## src/rtl/decoder_scan_ctrl_if.sv

```systemverilog
// Control and output bundle between a scan sequencer and its 2x4 decoder.
// master drives run/mask and observes the scan; slave is the sequencer side.
interface decoder_scan_ctrl_if;
    logic       run;
    logic [3:0] mask;
    logic [1:0] x;
    logic       e;
    logic       wrap;
    logic       busy;

    modport master (output run, output mask, input x, input e, input wrap, input busy);
    modport slave  (input run, input mask, output x, output e, output wrap, output busy);
endinterface

```

## src/rtl/decoder_scan_ctrl.sv

```systemverilog
// Purpose: scans x through enabled mask codes, e high DWELL cycles then BLANK cycles low.
// Latency: run/mask act on the next clock edge; all outputs are registered.
// Backpressure: none; run=0 abandons the current dwell and blanks on the next edge.
module decoder_scan_ctrl #(
    parameter int DWELL = 8,
    parameter int BLANK = 2,
    parameter int CNT_W = 8
) (
    input  logic                 clk,
    input  logic                 rst,
    decoder_scan_ctrl_if.slave   bus
);

    typedef enum logic [1:0] {
        IDLE = 2'd0,
        SHOW = 2'd1,
        GAP  = 2'd2
    } state_t;

    localparam logic [CNT_W-1:0] DWELL_LD = CNT_W'(DWELL - 1);
    localparam logic [CNT_W-1:0] BLANK_LD = (BLANK > 0) ? CNT_W'(BLANK - 1) : '0;
    localparam logic [CNT_W-1:0] CNT_ONE  = CNT_W'(1);

    state_t           state;
    logic [1:0]       x_q;
    logic             e_q;
    logic             wrap_q;
    logic [CNT_W-1:0] cnt;

    logic [1:0]       first_code;
    logic [1:0]       next_code;
    logic             mask_any;
    logic             code_boundary;

    assign mask_any = |bus.mask;

    always_comb begin
        first_code = 2'd0;
        for (int k = 3; k >= 0; k--) begin
            if (bus.mask[k]) first_code = 2'(k);
        end
    end

    // Cyclic search x+1, x+2, x+3, x: the lowest offset with its bit set wins.
    always_comb begin
        next_code = x_q;
        for (int k = 4; k >= 1; k--) begin
            if (bus.mask[2'(x_q + 2'(k))]) next_code = 2'(x_q + 2'(k));
        end
    end

    // A new code is chosen at the end of the gap, or at the end of the dwell when there is no gap.
    always_comb begin
        code_boundary = 1'b0;
        if (cnt == '0) begin
            if (state == GAP)                  code_boundary = 1'b1;
            if (state == SHOW && BLANK == 0)   code_boundary = 1'b1;
        end
    end

    always_ff @(posedge clk or posedge rst) begin
        if (rst) begin
            state  <= IDLE;
            x_q    <= 2'd0;
            e_q    <= 1'b0;
            wrap_q <= 1'b0;
            cnt    <= '0;
        end else begin
            wrap_q <= 1'b0;
            if (state != IDLE && !bus.run) begin
                state <= IDLE;
                e_q   <= 1'b0;
                cnt   <= '0;
            end else if (code_boundary) begin
                if (!mask_any) begin
                    state <= IDLE;
                    e_q   <= 1'b0;
                    cnt   <= '0;
                end else begin
                    state  <= SHOW;
                    x_q    <= next_code;
                    e_q    <= 1'b1;
                    cnt    <= DWELL_LD;
                    wrap_q <= (next_code <= x_q);
                end
            end else begin
                case (state)
                    IDLE: begin
                        if (bus.run && mask_any) begin
                            state <= SHOW;
                            x_q   <= first_code;
                            e_q   <= 1'b1;
                            cnt   <= DWELL_LD;
                        end
                    end
                    SHOW: begin
                        if (cnt != '0) begin
                            cnt <= cnt - CNT_ONE;
                        end else begin
                            state <= GAP;
                            e_q   <= 1'b0;
                            cnt   <= BLANK_LD;
                        end
                    end
                    GAP: begin
                        cnt <= cnt - CNT_ONE;
                    end
                    default: begin
                        state <= IDLE;
                        e_q   <= 1'b0;
                        cnt   <= '0;
                    end
                endcase
            end
        end
    end

    assign bus.x    = x_q;
    assign bus.e    = e_q;
    assign bus.wrap = wrap_q;
    assign bus.busy = (state != IDLE);

endmodule

```

## src/flat_wrapper.sv

```systemverilog
// flat-port wrapper written by rule: the top's interface ports become plain ports
module decoder_scan_ctrl_flat 
#(
    parameter int DWELL = 8,
    parameter int BLANK = 2,
    parameter int CNT_W = 8
)
  (clk, rst, bus_run, bus_mask, bus_x, bus_e, bus_wrap, bus_busy);
  decoder_scan_ctrl_if bus_i ();
  input  logic clk;
  input  logic rst;
  input wire logic [$bits(bus_i.run)-1:0] bus_run;
  input wire logic [$bits(bus_i.mask)-1:0] bus_mask;
  output wire logic [$bits(bus_i.x)-1:0] bus_x;
  output wire logic [$bits(bus_i.e)-1:0] bus_e;
  output wire logic [$bits(bus_i.wrap)-1:0] bus_wrap;
  output wire logic [$bits(bus_i.busy)-1:0] bus_busy;
  assign bus_i.run = bus_run;
  assign bus_i.mask = bus_mask;
  assign bus_x = bus_i.x;
  assign bus_e = bus_i.e;
  assign bus_wrap = bus_i.wrap;
  assign bus_busy = bus_i.busy;
  decoder_scan_ctrl #(.DWELL(DWELL), .BLANK(BLANK), .CNT_W(CNT_W)) u_core (.clk(clk), .rst(rst), .bus(bus_i));
endmodule
```

## config.mk

```make
export PLATFORM = sky130hd
export DESIGN_NAME = decoder_scan_ctrl_flat
export DESIGN_NICKNAME = d
export VERILOG_FILES = /design/src/rtl/decoder_scan_ctrl_if.sv /design/src/rtl/decoder_scan_ctrl.sv /design/src/flat_wrapper.sv
export SDC_FILE = /design/constraint.sdc
export NUM_CORES = 1
export LEC_CHECK = 0
export CAP_MARGIN = 20
export CORE_ASPECT_RATIO = 1.25
export CORE_MARGIN = 2
export CORE_UTILIZATION = 40
export CTS_CLUSTER_DIAMETER = 80
export DETAILED_ROUTE_END_ITERATION = 12
export MAX_ROUTING_LAYER = met4
export PLACE_DENSITY_LB_ADDON = 0.12
export SLEW_MARGIN = 0
export SYNTH_ARGS = -nofsm -noshare
export SYNTH_HDL_FRONTEND = slang
export SYNTH_SLANG_ARGS = --single-unit
```

## constraint.sdc

```tcl
create_clock -name clk -period 3.1 [get_ports clk]
set_input_delay 0.31 -clock clk [delete_from_list [all_inputs] [get_ports clk]]
set_output_delay 0.31 -clock clk [all_outputs]
set_load 0.005 [all_outputs]
```

==> flow_metrics.py <==
metrics = {
    "outcome": {
        "status": "finished clean",
    },
    "drt": {
        "wirelength_mm": 2.530,
        "drt-vias-per-instance": 5.795,
        "vias": 991,
        "dr.pass1.iters": 5,
        "drc": 0,
        "drtAntennaViolNets": 0,
        "drt_iter0_drc": 25,
        "wire_per_inst_um": 14.80,
    },
    "sta": {
        "worst_pin_slew_ns": 0.9732,
        "clock_skew_ns": 0.0009684,
        "finalHoldViolations": 0,
        "rsz0062_at_grt": "no",
        "drv_slew": 0,
        "max_clock_freq_mhz": 448.6,
        "relSlewSlack_pct": 34.52,
        "min_period_ns": 2.229,
        "setup_viol": 0,
        "period_share_pct": 71.91,
        "tns_ns": 0,
    },
    "worst_setup_path": {
        "critPathMaxStageDelay_ns": 0.87,
        "critPathKind": "in2reg",
        "cpMaxStageDelayCell": "nor4_1",
        "path_buf_inv": 1,
        "end_kind": "register",
        "worst-path-max-fanout": 7,
        "cp_cell_sequence": "clkdlybuf4s50_1 > nor4_1 > o21ai_1 > a21boi_0 > o21ai_0",
        "crit_family": "simple AND/OR/NAND/NOR gates",
        "cp_data_required_time_ns": 3.30,
        "critPathArrivalTime_ns": 2.43,
        "worstSetupStartpointType": "input pin",
    },
    "global_route": {
        "grt_antenna_before_repair": 0,
        "grt_first_pass_wirelength_mm": 4.353,
        "overflow": 0,
        "grt_max_degree": 15,
        "grt_pass1_vias": 998,
        "track_usage_pct": 19.37,
    },
    "clocking": {
        "post-cts-setup-buffer-count": 0,
        "clk_path_buf_depth": 2,
        "clock_latency_ns": 0.28,
        "cts_resized": 0,
        "ctsHoldBuffers": 0,
        "ctsHtreeMaxLevel": 1,
        "cts_tree": "yes",
        "cts_root_buf": "clkbuf_4",
        "cts_buffers": 3,
        "clkSlewWorstSetupHoldPaths_ns": 0.09,
        "clkSinkCount": 14,
    },
    "logic_synthesis": {
        "synth_cell_types": 48,
        "yosysSeqAreaShare_pct": 33.02,
        "synth_top_area_share_pct": 33.02,
        "synthCells": 127,
        "yosys_warnings": 0,
        "synthTopCellsByArea": "dfrtp_1, nand2_1, a31oi_1",
        "synth_edf_count": 0,
        "ys_ff_latch": 14,
        "synth_top_flop_cell": "dfrtp_1",
        "synth_commonest_cells": "dfrtp_1, nand2_1, inv_1, a31oi_1",
        "synthesis.nets": 138,
        "synth_area_sq_um": 1061,
        "syn_avg_cell_area_sq_um": 8.354,
        "synth_area_leader_cell": "dfrtp_1",
        "async_flop_share_pct": 100.0,
    },
    "placed_design": {
        "place_area_sq_um": 1191,
        "port_buffers": 11,
        "dp_hpwl_mm": 1.925,
        "place.gp.congestion": 0.7751,
        "dp_cells": 167,
    },
    "power_and_ir_drop": {
        "ir_drop_mv": 0.3066,
        "p_leak_nw": 0.5016,
        "power_density_nw_per_um2": 712.9,
    },
    "floorplanning": {
        "rows": 20,
        "die_w_um": 50.07,
        "start_util_pct": 42.83,
        "fp.coreArea_sq_um": 2477,
        "dieArea_sq_um": 3083,
        "io_pins": 12,
        "die_h_um": 61.58,
    },
    "finish": {
        "ff_latch_area_sq_um": 350.3,
        "diodes": 0,
        "area_growth_pct": 15.68,
        "multiInputGateArea_sq_um": 644.4,
        "final_cell_count_no_fill": 171,
        "finalNetCount": 150,
        "fillers": 239,
        "fin_area_sq_um": 1227,
        "drive_above_1_share_pct": 9.420,
    },
    "run": {
        "max_cap_viol_count": 0,
    },
    "min_path": {
        "hold_class": "in2async",
    },
}
## final cells by class
cell class | count | share of cell area [%]
sequential | 14 | 28.54
tap | 33 | 3.364
multi-input combinational | 97 | 52.50
inverter | 12 | 3.670
timing repair buffer | 11 | 8.970
clock buffer | 4 | 2.956
## registers in the layout, summed over array words and instances, names as in the netlist
register         cells
u_core.bus.e         1
u_core.cnt           8
u_core.bus.x         2
u_core.state         2
u_core.bus.wrap      1
## cell usage in the layout (no fill, tap or decap), drive strengths merged, types with 2 or more instances in the layout
cell type and instances:
a211oi 2, a21boi 2, a21oi 7, a31oi 8, and2 2, clkbuf 4
clkdlybuf4s50 11, dfrtp 14, ha 4, inv 12, nand2 14, nand2b 6
nand3 2, nor2 7, nor3 5, nor3b 2, nor4 3, o21ai 9
or3 2
## metrics by stage
stage                     util [%]  hold WS, ns  setup slack (ns)  total power, mW
after CTS                    49.55       0.3898            0.8616           0.8806
final                        49.55       0.3635            0.8707           0.8750
after global routing         49.55       0.4060            0.7362           0.9578
after floorplan                  -       0.1992             1.357           0.6259
after detailed placement     48.08       0.5077            0.5804           0.7398
after global placement       48.08       0.5076            0.6282           0.7342
## final timing paths
kind                               startpoint         endpoint  slack, ns  cells after the start
min in group clk                 u_core.bus.e     u_core.bus.e       0.53                      2
worst max register to register  u_core.cnt[0]  u_core.bus.x[1]       1.08                      6
worst max-delay path              bus_mask[1]    u_core.cnt[3]       0.87                      5
max in group asynchronous                 rst    u_core.cnt[2]       2.38                      2
worst min register to register   u_core.bus.e     u_core.bus.e       0.53                      2
worst min-delay path                      rst    u_core.cnt[5]       0.36                      2
## logic make-up (layout without fill, tap and decap cells)
logic type / Yosys count / after routing / synth area share, %
buffers and inverters: 16 / 27 / 6.250
and+or+nand+nor: 50 / 50 / 27.48
DFF: 14 / 14 / 33.02
xor gates and xnor gates: 2 / 2 / 1.651
muxes: 1 / 1 / 0.9434
AOI/OAI and AO/OA: 40 / 40 / 25.94
adders and majority gates: 4 / 4 / 4.717
## layer usage
layer | vias up | wire length, um | GRT usage [%] | part of all wire [%]
met1 | 466 | 1083 | 20.97 | 43
met2 | 31 | 1328 | 35.15 | 52
met5 | - | 0 | - | 0
met3 | 4 | 95 | 2.913 | 3.8
li1 | 490 | - | - | -
met4 | 0 | 21 | 8.730 | 0.83
## power by group
part / total [mW] / internal [mW] / switching [mW]
sequential: 0.329 / 0.235 / 0.0948
clock: 0.135 / 0.0715 / 0.0634
combinational: 0.411 / 0.191 / 0.219
total: 0.875 / 0.497 / 0.378
Power figures use the tool's default switching activity.
